## src/rtl/timer_pkg.sv

```systemverilog
// timer_pkg: shared address map, register bit positions and handshake FSM states
package timer_pkg;
  localparam logic [7:0] ADDR_TDR  = 8'h00;
  localparam logic [7:0] ADDR_TCR  = 8'h01;
  localparam logic [7:0] ADDR_TSR  = 8'h02;
  localparam logic [7:0] ADDR_TIER = 8'h03;
  localparam int TCR_LOAD = 7;
  localparam int TCR_DOWN = 5;
  localparam int TCR_EN   = 4;
  localparam int TCR_CLK  = 0;
  localparam logic [7:0] TCR_MASK  = 8'h33;
  localparam int TSR_OVF = 0;
  localparam int TSR_UDF = 1;
  localparam logic [7:0] TSR_MASK  = 8'h03;
  localparam logic [7:0] TIER_MASK = 8'h03;
  typedef enum logic [1:0] {IDLE, WAIT, RESP} state_e;
endpackage

```

## src/rtl/timer_apb_regs_fsm.sv

```systemverilog
// apb_slave_fsm: APB access handshake with wait states, yields one-cycle pready and read/write strobes
module apb_slave_fsm
  import timer_pkg::*;
#(
  parameter int WAIT_STATES = 1
) (
  input  logic clk,
  input  logic rst,
  input  logic psel,
  input  logic penable,
  input  logic pwrite,
  output logic wr_en,
  output logic rd_en,
  output logic pready
);
  state_e     state_q;
  logic [1:0] cnt_q;
  logic       pready_q, wr_q;
  always_ff @(posedge clk) begin
    if (rst) begin
      state_q  <= IDLE;
      cnt_q    <= '0;
      pready_q <= 1'b0;
      wr_q     <= 1'b0;
    end else begin
      pready_q <= 1'b0;
      case (state_q)
        IDLE: if (psel && penable) begin
          if (WAIT_STATES == 0) begin
            state_q  <= RESP;
            pready_q <= 1'b1;
            wr_q     <= pwrite;
          end else begin
            state_q <= WAIT;
            cnt_q   <= 2'(WAIT_STATES - 1);
          end
        end
        WAIT: if (!(psel && penable)) state_q <= IDLE;
          else if (cnt_q == 2'd0) begin
            state_q  <= RESP;
            pready_q <= 1'b1;
            wr_q     <= pwrite;
          end else cnt_q <= cnt_q - 2'd1;
        default: state_q <= IDLE;
      endcase
    end
  end
  assign pready = pready_q;
  assign wr_en  = pready_q & wr_q;
  assign rd_en  = pready_q & ~wr_q;
endmodule

```

## src/rtl/timer_apb_regs.sv

```systemverilog
// timer_apb_regs: APB register block for the 8-bit timer (TDR, TCR, W1C TSR, TIER, irq)
module timer_apb_regs
  import timer_pkg::*;
#(
  parameter int ADDR_W      = 8,
  parameter int DATA_W      = 8,
  parameter int WAIT_STATES = 1
) (
  input  logic              clk,
  input  logic              rst,
  input  logic              psel,
  input  logic              penable,
  input  logic              pwrite,
  input  logic [ADDR_W-1:0] paddr,
  input  logic [DATA_W-1:0] pwdata,
  output logic [DATA_W-1:0] prdata,
  output logic              pready,
  output logic              pslverr,
  input  logic              ovf_evt,
  input  logic              udf_evt,
  output logic [7:0]        tdr_val,
  output logic              load_pulse,
  output logic              cnt_en,
  output logic              cnt_down,
  output logic [1:0]        clk_sel,
  output logic              irq
);
  logic              wr_en, rd_en, err;
  logic              is_tdr, is_tcr, is_tsr, is_tier;
  logic [DATA_W-1:0] tdr_q, tcr_q, tsr_q, tier_q;
  logic [DATA_W-1:0] tdr_d, tcr_d, tsr_d, tier_d, tsr_set;
  logic              load_q, irq_q;
  apb_slave_fsm #(.WAIT_STATES(WAIT_STATES)) u_fsm (
    .clk(clk), .rst(rst), .psel(psel), .penable(penable), .pwrite(pwrite),
    .wr_en(wr_en), .rd_en(rd_en), .pready(pready)
  );
  assign is_tdr  = paddr == ADDR_W'(ADDR_TDR);
  assign is_tcr  = paddr == ADDR_W'(ADDR_TCR);
  assign is_tsr  = paddr == ADDR_W'(ADDR_TSR);
  assign is_tier = paddr == ADDR_W'(ADDR_TIER);
  assign err     = paddr > ADDR_W'(ADDR_TIER);
  always_comb begin
    tsr_set          = '0;
    tsr_set[TSR_OVF] = ovf_evt;
    tsr_set[TSR_UDF] = udf_evt;
    tdr_d  = wr_en && is_tdr ? pwdata : tdr_q;
    tcr_d  = wr_en && is_tcr ? pwdata & DATA_W'(TCR_MASK) : tcr_q;
    tier_d = wr_en && is_tier ? pwdata & DATA_W'(TIER_MASK) : tier_q;
    tsr_d  = (tsr_q & ~(wr_en && is_tsr ? pwdata & DATA_W'(TSR_MASK) : '0)) | tsr_set;
  end
  always_ff @(posedge clk) begin
    if (rst) begin
      tdr_q  <= '0;
      tcr_q  <= '0;
      tsr_q  <= '0;
      tier_q <= '0;
      load_q <= 1'b0;
      irq_q  <= 1'b0;
    end else begin
      tdr_q  <= tdr_d;
      tcr_q  <= tcr_d;
      tsr_q  <= tsr_d;
      tier_q <= tier_d;
      load_q <= wr_en && is_tcr && pwdata[TCR_LOAD];
      irq_q  <= |(tsr_q & tier_q);
    end
  end
  assign prdata     = !rd_en ? '0 : is_tdr ? tdr_q : is_tcr ? tcr_q : is_tsr ? tsr_q : is_tier ? tier_q : '0;
  assign pslverr    = pready & err;
  assign tdr_val    = tdr_q[7:0];
  assign load_pulse = load_q;
  assign cnt_en     = tcr_q[TCR_EN];
  assign cnt_down   = tcr_q[TCR_DOWN];
  assign clk_sel    = tcr_q[TCR_CLK +: 2];
  assign irq        = irq_q;
endmodule

```

## config.mk

```make
export PLATFORM = sky130hd
export DESIGN_NAME = timer_apb_regs
export DESIGN_NICKNAME = d
export VERILOG_FILES = /design/src/rtl/timer_pkg.sv /design/src/rtl/timer_apb_regs_fsm.sv /design/src/rtl/timer_apb_regs.sv
export SDC_FILE = /design/constraint.sdc
export NUM_CORES = 1
export LEC_CHECK = 0
export CORE_MARGIN = 2
export CORE_UTILIZATION = 39
export CTS_BUF_LIST = sky130_fd_sc_hd__clkbuf_8
export DETAILED_ROUTE_END_ITERATION = 12
export PLACE_DENSITY_LB_ADDON = 0.2
export SYNTH_ARGS = -nofsm -noshare
export SYNTH_HDL_FRONTEND = slang
export SYNTH_SLANG_ARGS = --single-unit
```

## constraint.sdc

```tcl
create_clock -name clk -period 2.45 [get_ports clk]
set_input_delay 0.735 -clock clk [delete_from_list [all_inputs] [get_ports clk]]
set_output_delay 0.735 -clock clk [all_outputs]
set_load 0.02 [all_outputs]
```

# Yosys cells after proc, flatten, opt, wreduce, memory -nomap -nowiden
# Cells that the tools add are included.
[word_totals]
elab_cells = 60
in_bits = 23
ff_bits = 30
out_inout_bits = 24
[classes]
bitwise_logic = 10
n_eq_ne = 8
n_reduce_logical = 15
order_cmp = 1
muxes = 15
add_sub_neg = 1
[op_table]
columns = ["cell", "count"]
rows = [
  ["two-way mux 8 bit", 4],
  ["== test 8 x 2 -> 1 bit (second input constant)", 2],
  ["two-way mux 2 bit", 8],
  ["bitwise AND 8 x 2 -> 8 bit", 1],
  ["bitwise AND 8 bit", 1],
  ["== test 8 x 1 -> 1 bit (second input constant)", 1],
  ["greater-than comparator 8 x 2 -> 1 bit (second input constant)", 1],
  ["logical NOT 8 bit", 1],
  ["inverter 2 -> 8 bit", 1],
  ["OR 8 x 2 -> 8 bit", 1],
  ["one-hot mux 2 bit (2 select lines)", 2],
  ["OR reduction 8 bit", 1],
  ["logical AND 1 bit", 6],
  ["logical NOT 2 bit", 2],
  ["inequality test 2 x 1 -> 1 bit (second input constant)", 2],
  ["AND reduction 4 bit", 1],
  ["bitwise AND 1 bit", 3],
  ["inequality test 3 bit (second input constant)", 1],
  ["inverter 1 bit", 3],
  ["AND reduction 3 bit", 1],
  ["OR reduction 3 bit", 1],
  ["== test 2 x 1 -> 1 bit (second input constant)", 1],
  ["inequality test 2 bit (second input constant)", 1],
  ["AND reduction 2 bit", 1],
  ["3 further kinds", 3],
]

# Logic depth before layout (Yosys ltp)
[logic_depth]
ltp_word = 6
depth_mapped = 5
ltp_nobuf = 5

# By module
# A second synthesis with hierarchy kept.
[hier_totals]
cells_unflattened = 132
area_unflattened_um2 = 1283.7
[modules_own_cells]
columns = ["mod", "area_each_um2", "seq_area_each_um2", "instances", "cells_per_inst"]
rows = [
  ["timer_apb_regs", 1014.7, 360.3, 1, 101],
  ["apb_slave_fsm", 269.0, 120.1, 1, 31],
]

# Least setup slack after synthesis
# Ideal clock, no wire load.
[synth_path]
path_kind = "input -> output"
from = "input port paddr[3]"
to = "output port prdata[4]"
path_stages = 3
arrival_ps = 2036
path_buffers = 0
required_time_ps = 1715
setup_slack_ps = -321
path_cell_list = "nor4_2 nand3_1 nor3_1"
[synth_between]
elab_chain_cells = 5
elab_cells_between_ends = 7
classes_between = "2 x eq/ne; 4 x mux; 1 x reduce/logical"
[synth_rtl]
columns = ["element", "line_no", "source"]
rows = [
  ["from (decl)", "timer_apb_regs.sv:14", "input logic [ADDR_W-1:0] paddr,"],
  ["== test 8 x 2 -> 1 bit", "timer_apb_regs.sv:39", "assign is_tsr = paddr == ADDR_W'(ADDR_TSR);"],
  ["two-way mux 8 bit (2 in a row)", "timer_apb_regs.sv:68", "assign prdata = !rd_en ? '0 : is_tdr ? tdr_q : is_tcr ? tcr_q : is_tsr ? tsr_q : is_tier ? tier_q : '0;"],
  ["two-way mux 8 bit (*) (2 in a row)", "timer_apb_regs.sv:68", ""],
  ["to (decl)", "timer_apb_regs.sv:16", "output logic [DATA_W-1:0] prdata,"],
]
# Every way passes the cells marked *; elsewhere a longest branch is shown, timed or not.

# Worst setup path after layout
[layout_path]
from = "input port paddr[4]"
to = "output port prdata[4]"
# The elaborated chain is that of the path after synthesis.

==> results.md <==
Route:
- Dividing the detail-routed wire length by the instance count gives roughly 15 um.
- In the routed design, unresolved DRC markers number 0.
- In this run the remaining antenna-violating nets after routing total 0.
- Detailed routing inserted a total of ~1300 vias.
- For this block, the initial DRC count from the detailed router was 60.
- The routed design has 3.45 mm of wire.
- The via density per instance is ~5.6.
- The pre-antenna-repair detailed-routing pass consisted of 4 iterations.

STA:
- Dividing the final minimum period by the clock period gives 1.02.
- The worst-case setup margin in the final layout is -58.2 ps.
- Setup repair after global routing could not meet its margin everywhere.
- Headroom to the max-slew limit came out at 0.748.
- The actual slew at the worst max-slew pin is 372 ps.
- The largest clock skew in the final design is about 2.7 ps.
- The number of hold violations in the final report is 0.
- The minimum period implied by the final worst setup slack is between 2000 and 3000 ps.
- The final max-slew violation count is 0.
- Derived from the worst setup path, the maximum achievable clock frequency is 399 MHz.
- Setup violations remaining at the end of the flow were counted as 2.

Setup path:
- The critical path endpoint category is an output pin.
- Of all nets on the critical path, the largest fanout is 4.
- The nature of the critical path startpoint is a primary input.
- The critical path is of the in2out type.
- Data arrives at the worst endpoint at 1770 ps.
- For the worst setup path, the data required time is 1710 ps.

Power:
- The leakage power summed over all cells is ~0.7 nW.
- The worst-case IR drop observed on VDD is between 0.0003 and 0.0004 V.
- Dividing total power by cell area gives a power density of ~440 mW/mm2.
- The overall power of the completed layout is approximately 850 uW.

Place:
- The worst setup slack before clock tree synthesis is -859 ps.
- The cell area after placement is about 0.0018 mm2.
- The routability-driven placement congestion ratio is 0.850.
- The half-perimeter wire length of the detailed placement result is around 2.6 mm.
- The quantity of I/O buffers inserted on ports is 46.

Synthesis:
- Yosys printed 0 warnings.
- The synthesized netlist occupies a cell area of 0.00123 mm2.
- Synthesis produced a netlist whose cell count is 136.
- The part of the Yosys area used for sequential elements is 0.391.
- Summed over all instances, the cell type with the most area after synthesis is sky130_fd_sc_hd__dfxtp_1.
- When the netlist entered floorplanning its net count stood at 160.
- The most numerous cell in the Yosys netlist is sky130_fd_sc_hd__dfxtp_1.
- By count the netlist is led by sky130_fd_sc_hd__dfxtp_1 (24), sky130_fd_sc_hd__a21oi_1 (17), sky130_fd_sc_hd__nand4_1 (15), sky130_fd_sc_hd__o31ai_1 (14), sky130_fd_sc_hd__clkbuf_1 (7).
- Yosys attributes the largest share of cell area to sky130_fd_sc_hd__dfxtp_1 (39%), sky130_fd_sc_hd__o31ai_1 (8.6%), sky130_fd_sc_hd__nand4_1 (7.6%).
- The share of synthesized area in the top cell type comes to 0.391.
- The fraction of synthesis flops using an asynchronous set or reset pin is 0.
- The most frequently used flop master after synthesis is sky130_fd_sc_hd__dfxtp_1.
- The count of different cell masters after synthesis is 38.
- The synthesized design contains 0 enable-type register cells.
- The per-instance average area after synthesis is about 9.0 um2.
- The number of register bits inferred by synthesis is 24.

Floorplan:
- For this configuration, the core starts out at a cell density of 0.405.
- The die covers around 0.0036 mm2.
- The floorplan has 20 rows.
- During I/O placement, the number of pins put on the boundary was 47.
- The core region is 0.00303 mm2.
- The floorplan step set the die height to 60.1 um.
- The die width is about 60 um.

Clock tree:
- For this design, the CTS-stage hold fixing added 0 buffers.
- The later pin in the worst-skew pair is clocked with a latency of roughly 270 ps.
- The CTS H-tree depth is 1.
- After clock tree synthesis, the clock-pin slew on the worst setup and hold paths is approximately 90 ps.
- TritonCTS built the clock tree.
- The maximum count of clock buffers along a single path is 2.
- The total clock sinks is 24.
- The CTS root buffer is sky130_fd_sc_hd__clkbuf_8.
- Clock tree synthesis inserted a total of 3 buffers.

Finish:
- The post-layout net count is around 220.
- The share of cells above drive strength 1 is 0.276.
- The number of inserted filler cells in the final layout is 264.
- The finished cells cover 0.00192 mm2.
- The final core area utilization is 0.633.
- Relative to the synthesized area, the layout overhead comes to 56.2%.
- The number of antenna repair diodes is 0.

GRT:
- The total congestion overflow is 0.
- In the global route stage, overall resource usage came out at 0.207.
- The via count of the first global-routing pass is 1323.
- Entering global routing, the biggest net connects 16 pins.
- The number of antenna violations at the first check in global routing is 0.
- The first-pass GRT wire length is 5.64 mm.

Run status:
- The final reports fail on setup timing.
- The run finished, with violations left.

Min path:
- The worst hold path belongs to the class reg2reg.

Run:
- The tool flagged a number of max-cap violations equal to 0.
layout make-up:
type,instances,area (um2),share of cell area
timing repair buffer,63,571,0.298
sequential,24,480,0.251
multi-input combinational,97,724,0.378
tap,44,55.1,0.0287
clock inverter,1,30.0,0.0157
clock buffer,3,41.3,0.0215
inverter,4,15.0,0.00783
cells by family (layout without fill, tap and decap cells):
kind of cell / count (synthesis) / count (layout) / synth area share
buffers and inverters: 15 / 71 / 0.0561
and+or+nand+nor: 52 / 52 / 0.283
adders and majority gates: 1 / 1 / 0.0102
AOI/OAI and AO/OA: 40 / 40 / 0.206
DFF: 24 / 24 / 0.391
muxes: 4 / 4 / 0.0530
worst max-delay path: stages:
cell                      delay (ps)
sky130_fd_sc_hd__buf_8           100
sky130_fd_sc_hd__nor4_4          310
sky130_fd_sc_hd__nand3_1         150
sky130_fd_sc_hd__buf_6           160
sky130_fd_sc_hd__nor3_2          160
sky130_fd_sc_hd__buf_4           160
cell usage in the layout, fill, tap and decap left out, types with 2 or more instances in the layout:
cell type | netlist | layout
sky130_fd_sc_hd__clkdlybuf4s50_1 | 0 | 29
sky130_fd_sc_hd__dfxtp_1 | 24 | 24
sky130_fd_sc_hd__a21oi_1 | 17 | 17
sky130_fd_sc_hd__buf_4 | 1 | 17
sky130_fd_sc_hd__nand4_1 | 15 | 15
sky130_fd_sc_hd__o31ai_1 | 14 | 14
sky130_fd_sc_hd__buf_6 | 1 | 8
sky130_fd_sc_hd__and2_4 | 0 | 4
sky130_fd_sc_hd__inv_1 | 4 | 4
sky130_fd_sc_hd__buf_2 | 0 | 4
sky130_fd_sc_hd__nor2b_1 | 5 | 3
sky130_fd_sc_hd__nand2_1 | 3 | 3
sky130_fd_sc_hd__and3b_1 | 3 | 3
sky130_fd_sc_hd__clkbuf_8 | 0 | 3
sky130_fd_sc_hd__nand3_1 | 2 | 2
sky130_fd_sc_hd__mux2i_1 | 2 | 2
sky130_fd_sc_hd__nor3_2 | 0 | 2
sky130_fd_sc_hd__mux4_2 | 2 | 2
sky130_fd_sc_hd__nor2b_2 | 0 | 2
sky130_fd_sc_hd__o21bai_1 | 2 | 2
sky130_fd_sc_hd__a31oi_1 | 2 | 2
sky130_fd_sc_hd__and2_1 | 6 | 2
sky130_fd_sc_hd__o21ai_0 | 2 | 2
sky130_fd_sc_hd__clkbuf_2 | 1 | 2
sky130_fd_sc_hd__dlygate4sd2_1 | 0 | 2
per-layer routing:
metal | vias to the layer above | routed length [um] | GRT usage
met3 | 6 | 184 | 0.0433
met1 | 635 | 1490 | 0.262
met4 | 0 | 53 | 0.0762
met5 | - | 0 | 0
met2 | 50 | 1720 | 0.343
li1 | 630 | - | -
worst paths after layout:
path	startpoint	endpoint	slack, ps	depth (start not counted)
worst min register to register	u_fsm.cnt_q[1]	u_fsm.cnt_q[1]	490	2
worst max-delay path	paddr[4]	prdata[4]	-60	6
worst min-delay path	u_fsm.cnt_q[1]	u_fsm.cnt_q[1]	490	2
worst max register to register	u_fsm.pready	load_pulse	1050	4
state kept, by name, summed over array words and instances (netlist names):
name and cells:
irq 1, load_pulse 1, tcr_q 4, tdr_val 8, tier_q 2, tsr_q 2, u_fsm.cnt_q 2, u_fsm.pready 1
u_fsm.state_q 2, u_fsm.wr_q 1
what timing repair did:
| item | CTS | global route |
|---|---|---|
| setup buffers | 3 | 1 |
| setup endpoints to repair | 9 | 9 |
| resized for setup | 78 | 7 |
| endpoints found under the hold margin | 0 | 0 |
| pin swaps | 6 | 3 |
through the flow:
| stage | hold slack, ps | setup TNS [ps] | instances |
|---|---|---|---|
| finish | 488 | -86.8 | 236 |
| global route | 517 | -410 | 236 |
| CTS | 488 | -93.3 | 235 |
| detailed placement | 474 | -7510 | 228 |
| global placement | 457 | -7230 | 228 |
| floorplan | 450 | -125 | 136 |
where the power goes:
part | internal [mW] | leakage [nW] | switching [mW]
registers | 0.394 | 0.194 | 0.00293
logic | 0.0557 | 0.470 | 0.0472
clock network | 0.219 | 0.0357 | 0.131
Power figures use the tool's default switching activity.
